[src/rtl/pcs_rx_align_ctrl.sv]
// PCS receive word-alignment controller: resets the code-group sync block,
// waits for lock and bit-slips the PMA deserializer until lock or give-up.
module pcs_rx_align_ctrl #(
    parameter int RST_CYCLES    = 4,
    parameter int LOCK_TIMEOUT  = 64,
    parameter int SETTLE_CYCLES = 8,
    parameter int MAX_SLIPS     = 10
) (
    input  logic       Clk,
    input  logic       mr_main_reset_n,
    input  logic       power_on,
    input  logic       enable,
    input  logic       code_sync_status,
    output logic       sync_reset,
    output logic       bit_slip,
    output logic       align_done,
    output logic       timeout_err,
    output logic [3:0] slip_count,
    output logic [7:0] relock_count
);

    typedef enum logic [2:0] {
        IDLE       = 3'd0,
        RESET_SYNC = 3'd1,
        WAIT_LOCK  = 3'd2,
        SLIP       = 3'd3,
        SETTLE     = 3'd4,
        LOCKED     = 3'd5,
        FAIL       = 3'd6
    } state_t;

    localparam logic [7:0] RST_LAST    = 8'(RST_CYCLES - 1);
    localparam logic [7:0] LOCK_LAST   = 8'(LOCK_TIMEOUT - 1);
    localparam logic [7:0] SETTLE_LAST = 8'(SETTLE_CYCLES - 1);
    localparam logic [3:0] SLIP_MAX    = 4'(MAX_SLIPS);

    state_t     state, state_n;
    logic [7:0] timer, timer_n;
    logic [3:0] slip_n;
    logic [7:0] relock_n;

    always_ff @(posedge Clk or negedge mr_main_reset_n) begin
        if (!mr_main_reset_n) begin
            state        <= IDLE;
            timer        <= '0;
            slip_count   <= '0;
            relock_count <= '0;
            sync_reset   <= 1'b1;
            bit_slip     <= 1'b0;
            align_done   <= 1'b0;
            timeout_err  <= 1'b0;
        end else begin
            state        <= state_n;
            timer        <= timer_n;
            slip_count   <= slip_n;
            relock_count <= relock_n;
            sync_reset   <= (state_n == IDLE) || (state_n == RESET_SYNC) ||
                            (state_n == FAIL);
            bit_slip     <= (state_n == SLIP);
            align_done   <= (state_n == LOCKED);
            timeout_err  <= (state_n == FAIL);
        end
    end

    always_comb begin
        state_n  = state;
        timer_n  = timer + 8'd1;
        slip_n   = slip_count;
        relock_n = relock_count;
        if (!power_on || !enable) begin
            // Dropping power or enable overrides everything; relock history is kept.
            state_n = IDLE;
            timer_n = '0;
            slip_n  = '0;
        end else begin
            case (state)
                IDLE: begin
                    state_n = RESET_SYNC;
                    timer_n = '0;
                end
                RESET_SYNC: begin
                    if (timer == RST_LAST) begin
                        state_n = WAIT_LOCK;
                        timer_n = '0;
                    end
                end
                WAIT_LOCK: begin
                    if (code_sync_status) begin
                        state_n = LOCKED;
                        timer_n = '0;
                    end else if (timer == LOCK_LAST) begin
                        timer_n = '0;
                        if (slip_count < SLIP_MAX) begin
                            state_n = SLIP;
                            slip_n  = slip_count + 4'd1;
                        end else begin
                            state_n = FAIL;
                        end
                    end
                end
                SLIP: begin
                    state_n = SETTLE;
                    timer_n = '0;
                end
                SETTLE: begin
                    if (timer == SETTLE_LAST) begin
                        state_n = RESET_SYNC;
                        timer_n = '0;
                    end
                end
                LOCKED: begin
                    timer_n = '0;
                    if (!code_sync_status) begin
                        // Loss of lock: retry in place without slipping or resetting sync.
                        state_n = WAIT_LOCK;
                        slip_n  = '0;
                        if (relock_count != 8'hFF)
                            relock_n = relock_count + 8'd1;
                    end
                end
                FAIL: begin
                    timer_n = '0;
                end
                default: begin
                    state_n = IDLE;
                    timer_n = '0;
                    slip_n  = '0;
                end
            endcase
        end
    end

endmodule
[config.mk]
export PLATFORM = sky130hd
export DESIGN_NAME = pcs_rx_align_ctrl
export DESIGN_NICKNAME = d
export VERILOG_FILES = /design/src/rtl/pcs_rx_align_ctrl.sv
export SDC_FILE = /design/constraint.sdc
export NUM_CORES = 1
export LEC_CHECK = 0
export BUFFER_PORTS_ARGS = -buffer_cell sky130_fd_sc_hd__buf_2
export CAP_MARGIN = 30
export CORE_AREA = 2 2 77 79
export CTS_CLUSTER_SIZE = 8
export DETAILED_ROUTE_END_ITERATION = 8
export DIE_AREA = 0 0 79 81
export PLACE_DENSITY = 0.58
export SLEW_MARGIN = 5
export SYNTH_ARGS = -nofsm -noshare
export SYNTH_HDL_FRONTEND = slang
export SYNTH_SLANG_ARGS = --single-unit
[constraint.sdc]
create_clock -name Clk -period 2.61 [get_ports Clk]
set_clock_uncertainty 0.1 [all_clocks]
set_input_delay 0.783 -clock Clk [delete_from_list [all_inputs] [get_ports Clk]]
set_output_delay 0.783 -clock Clk [all_outputs]
set_load 0.02 [all_outputs]
==> results of run 1 <==
## power by group
group	internal [mW]	switching (mW)	total, mW	leakage (nW)
clock	0.108	0.136	0.245	0.0217
combinational	0.0277	0.0493	0.0770	0.473
sequential	0.424	0.00704	0.431	0.367
total	0.560	0.193	0.752	0.862
## flip-flops by register name, summed over array words and instances (netlist names)
register      flops
timeout_err       1
relock_count      8
sync_reset        1
timer             8
slip_count        4
state             3
align_done        1
bit_slip          1
## Yosys cell counts (2+ instances only)
cell and n:
o211a_1 3, or4_1 3, o21ai_0 5, buf_2 2, inv_1 5, and4_1 2, nor2b_1 2, or4b_1 2
buf_1 2, and2_1 5, a311oi_1 2, a32oi_1 2, clkbuf_1 4, nand4_1 3, nor2_1 15, xor2_1 11
a21oi_1 11, ha_1 3, xnor2_1 2, nor3b_1 3, nand2b_1 4, a2111oi_2 2, a211oi_1 3, dfrtp_1 26
nand2_1 9, nand3_1 13
## cells in the final DEF, fill, tap and decap left out, types with 4 or more instances in the layout
cell type / count
nand2b_1: 4
inv_1: 5
nor2_1: 15
and2_1: 5
nand2_1: 9
a21oi_1: 11
nand3_1: 13
buf_4: 6
dfrtp_1: 26
o21ai_0: 5
xor2_1: 11
buf_2: 20
## through the flow
step,instances,setup WS (ns),util [%]
floorplan,169,0.196,-
global placement,261,0.106,32.2
detailed placement,261,0.0559,32.2
CTS,265,0.169,33.0
global route,265,0.100,33.0
finish,265,0.151,33.0
## path summary, 6_finish.rpt
| check | end | slack [ns] |
|---|---|---|
| worst max-delay path | bit_slip | 0.15 |
| worst min-delay path | relock_count[5] | 0.39 |
| worst max register to register | bit_slip | 0.15 |
| worst min register to register | relock_count[5] | 0.39 |
| max in group asynchronous | relock_count[6] | 1.62 |
| min in group asynchronous | state[0] | 0.40 |
## final cells by class
| class | instances | area share (%) |
|---|---|---|
| clock buffers | 3 | 2.20 |
| clock inverters | 1 | 0.400 |
| inverters | 5 | 1.00 |
| multi-input cells | 128 | 47.6 |
| flip-flops and latches | 27 | 36.1 |
| well taps | 75 | 5.00 |
| repair buffers | 26 | 7.74 |
## logic make-up (layout without fill, tap and decap cells)
logic type,after synthesis,count (layout)
xor+xnor,13,13
compound gates,39,39
simple gates,71,71
flops,27,27
fa+ha+maj,3,3
mux,2,2
buf+inv,14,35
## per-layer routing
layer	up-vias	share of wire, %	track usage, %
met2	23	45	19.7
met3	4	3.6	2.89
met5	-	0	0
li1	673	-	-
met4	0	0.75	1.90
met1	643	50	16.0
==> results by group, run 1 <==
Logic synthesis
  • Main combinational cell family by area after synthesis: simple AND/OR/NAND/NOR gates
  • Post-synth EDFFs: 0
  • Ys Warns: 0
  • Complex-gate fraction of the synthesized area: 19.0%
  • Register area share after synthesis: 41.5%
  • Mux cell area share after synthesis: 1.30%
  • Post-Synth Simple-Gate Area: 25.1%
  • Cell count after synthesis: 169
  • Mean Syn Cell Area: 9.65 um2
  • Synth unique cells: 51
  • Synth Area in Adders: 2.30%
  • Yosys top cell area share: 39.9%
  • Area leader, netlist: dfrtp_1
  • Mapped Area: 1630 um2
  • Synth async-reset ratio: 100%
  • Post-synthesis register bit count: 27
  • Synth Area in XOR/XNOR: 6.98%
  • Post-synth top flop: dfrtp_1
  • Syn_nets: 177
  • Synth top area cells: dfrtp_1 40%, xor2_1 5.9%, nand3_1 4.0%

Clocking
  • CTS Sinks: 27
  • TritonCTS Buffers: 3
  • Post CTS Setup Buffer Count: 0
  • CTS Hold Buffers Added: 0
  • CTS tree: done
  • Maximum clock path buffer count: 2
  • CTS clock-pin slew for the worst setup and hold paths: 0.10 ns
  • Post_cts resized: 0
  • H-tree levels: 1
  • Root Buffer: clkbuf_8
  • Clk_lat worst skew: 0.27 ns

Global routing
  • First-pass GRT wire length: 6.04 mm
  • Largest net degree at the start of global routing: 28
  • Initial antenna violation count: 0
  • All-layer global routing usage: 11.8%
  • Vias in the first global route: 1273
  • GRT Residual Overflow: 0

STA
  • Final setup TNS: 0 ns
  • Setup violators final: 0
  • Fin crit share: 94.2%
  • Final hold violations: 0
  • Min Tclk post-route: 2.46 ns
  • Max_slew headroom: 60.5%
  • Slew @ Worst Pin: 0.593 ns
  • Fmax achieved: 0.407 GHz
  • Final Max Tran Viols: 0
  • RSZ-0062 raised after global routing: no
  • Hold slack: 0.390 ns

Critical path
  • Worst Path Arrival: 2.52 ns
  • Worst path cell trace: ha_1, or3b_1, or4_1, a32o_1, a211oi_1
  • Crit path buf inv count: 0
  • R2R depth: 5
  • Setup crit start kind: flop
  • Crit-path slowest cell: or4_1
  • CP endpoint kind: flop
  • WP data required: 2.67 ns
  • Worst R2R Start: timer[0]
  • Critical Path Stages: 5
  • CP delay by family, top: simple AND/OR/NAND/NOR gates
  • Critical Path Max Stage Delay: 0.54 ns
  • CP Class: reg -> reg
  • Worst Setup SP: timer[0]
  • Critical Path Fanout Max: 6

Drt
  • Via Count: 1343
  • DRC: 0
  • 1st-iter DRT viols: 67
  • ANT nets after route: 0
  • Vias per std cell: 5.07
  • Average wire per standard cell: 13.5 um
  • DR pass1 iterations: 4
  • Drt total wl: 3.58 mm

Floorplan
  • Die Span Y: 81 um
  • Die width: 79 um
  • FP Rows: 28
  • Initial core utilization: 28.7%
  • Top Ports: 21
  • DIE AREA: 6400 um2
  • Core area: 5680 um2

Outcome
  • Outcome: completed

Layout
  • Design Area, Final: 1880 um2
  • Filler cells: 615
  • Area delta synth->final: 15.0%
  • Final net count: 199
  • Multi-input gate area: 892 um2
  • Antenna diodes: 0
  • Share of cells above drive strength 1: 21.6%
  • Flip-flop and latch area: 677 um2

Job
  • Max-Cap Viols: 0

Power and ir drop
  • VDD IR max: 267 uV
  • P_leak: 0.862 nW
  • P per Cell Area: 401 nW/um2
  • Tot Pwr: 0.752 mW

Placed design
  • Placed cell area: 1830 um2
  • PortBufs: 20
  • GP Congestion: 0.787
  • Detailed placer's ending HPWL: 2.63 mm

Hold path
  • Hold WC Path Type: reg -> reg
  • Hold Path Depth: 1
  • Hold Startpoint: relock_count[5]
(Power assumes the default switching activity.)
==> run 2, diff against run 1 <==
RECOVER_POWER = 100   (was default)
==> run 2 against run 1 <==
  * Design area decreased by 3.0%
  * Via count rose by 0.22%
  * Count of clock-buffer cells in the layout did not move
  * Sequential share of layout area rose by 1.1 points
  * Setup slack better by 0.0058 ns
  * Largest power group unchanged
  * Critical path depth unchanged
  * Routed wire length up 1.3%
  * Cell count unchanged
  * Sequential power about the same
==> results by group, run 2 (same netlist as run 1, synthesis figures left out) <==
Outcome
  • Outcome: completed

Clocking
  • H-tree levels: 1
  • CTS Sinks: 27
  • CTS tree: done
  • CTS clock-pin slew for the worst setup and hold paths: 0.10 ns
  • Post_cts resized: 0
  • Post CTS Setup Buffer Count: 0
  • Clk_lat worst skew: 0.27 ns
  • Root Buffer: clkbuf_8
  • CTS Hold Buffers Added: 0
  • Maximum clock path buffer count: 2
  • TritonCTS Buffers: 3

Floorplan
  • Die width: 79 um
  • DIE AREA: 6400 um2
  • Initial core utilization: 28.7%
  • Die Span Y: 81 um
  • FP Rows: 28
  • Top Ports: 21
  • Core area: 5680 um2

Global routing
  • Vias in the first global route: 1273
  • First-pass GRT wire length: 6.04 mm
  • GRT Residual Overflow: 0
  • All-layer global routing usage: 11.8%
  • Largest net degree at the start of global routing: 28
  • Initial antenna violation count: 0

STA
  • RSZ-0062 raised after global routing: no
  • Hold slack: 0.404 ns
  • Final setup TNS: 0 ns
  • Final hold violations: 0
  • Max_slew headroom: 5.40%
  • Setup violators final: 0
  • Fmax achieved: 0.408 GHz
  • Slew @ Worst Pin: 1.42 ns
  • Final Max Tran Viols: 0
  • Min Tclk post-route: 2.45 ns
  • Fin crit share: 94.0%

Drt
  • 1st-iter DRT viols: 68
  • DR WL met3: 161 um
  • M1 WL: 1.82 mm
  • WL met2: 1.62 mm
  • DR top layer: met4
  • DRC: 0
  • Average wire per standard cell: 13.7 um
  • Vias per std cell: 5.08
  • ANT nets after route: 0
  • DR pass1 iterations: 4
  • Via Count: 1346
  • Drt total wl: 3.63 mm

Hold path
  • Hold WC Path Type: reg -> reg

Power and ir drop
  • P_leak: 0.790 nW
  • VDD IR max: 267 uV
  • P per Cell Area: 413 nW/um2

Layout
  • Post-layout util: 32.1%
  • Final net count: 199
  • Antenna diodes: 0
  • Final Non-Filler Cells: 265
  • Share of cells above drive strength 1: 10.5%
  • Most frequent cells in the layout: 26 x dfrtp_1, 18 x clkbuf_1, 15 x nor2_1
  • Commonest non-fill, non-tap cell in the layout: dfrtp_1
  • Top Registers: relock_count x8, timer x8, slip_count x4
  • Area delta synth->final: 11.5%

Placed design
  • GP Congestion: 0.787
  • PortBufs: 20
  • DP Cell Count: 261
  • Detailed placer's ending HPWL: 2.63 mm

Critical path
  • Worst Path Arrival: 2.52 ns
  • CP endpoint kind: flop
  • Critical Path Fanout Max: 6
  • CP Class: reg -> reg
  • Setup crit start kind: flop
  • WP data required: 2.67 ns

Job
  • Max-Cap Viols: 0
run 2: worst max-delay path, stage by stage, from the launching register on:
cell and delay [ns]:
dfrtp_1 0.42, ha_1 0.27, or3b_1 0.47, or4_1 0.54, a32o_1 0.26, a211oi_1 0.29
run 2: final cells by class:
class	instances	area [um2]
Timing Repair Buffer	26	120
Clock buffer	3	41.3
Sequential cell	27	677
Tap cell	75	93.8
Fill cell	628	3860
Clock inverter	1	7.51
Inverter	5	18.8
Multi-Input combinational cell	128	861
run 2: final timing paths:
kind	to	startpoint	slack, ns	cells past startpoint
worst max-delay path	bit_slip	timer[0]	0.16	5
max in group asynchronous	relock_count[6]	mr_main_reset_n	0.86	1
worst max register to register	bit_slip	timer[0]	0.16	5
worst min-delay path	relock_count[5]	relock_count[5]	0.40	1
min in group asynchronous	state[0]	mr_main_reset_n	0.72	1
worst min register to register	relock_count[5]	relock_count[5]	0.40	1
run 2: per-layer routing:
layer / up-vias / GRT usage, %
met5: - / 0
met4: 0 / 1.90
met3: 4 / 2.89
met2: 30 / 19.7
met1: 639 / 16.0
li1: 673 / -
run 2: per-stage QoR:
step                      total power [mW]  setup slack, ns  cell area (um2)
after floorplan                      0.488            0.196             1630
after global placement               0.516            0.106             1830
after detailed placement             0.516           0.0559             1830
after CTS                            0.766            0.169             1880
after global routing                 0.790            0.100             1820
final                                0.752            0.157             1820
run 2: report_power, final:
part | total [mW] | internal [mW] | switching (mW)
combinational | 0.0753 | 0.0261 | 0.0492
clock | 0.246 | 0.108 | 0.137
sequential | 0.431 | 0.424 | 0.00720
total | 0.752 | 0.558 | 0.194
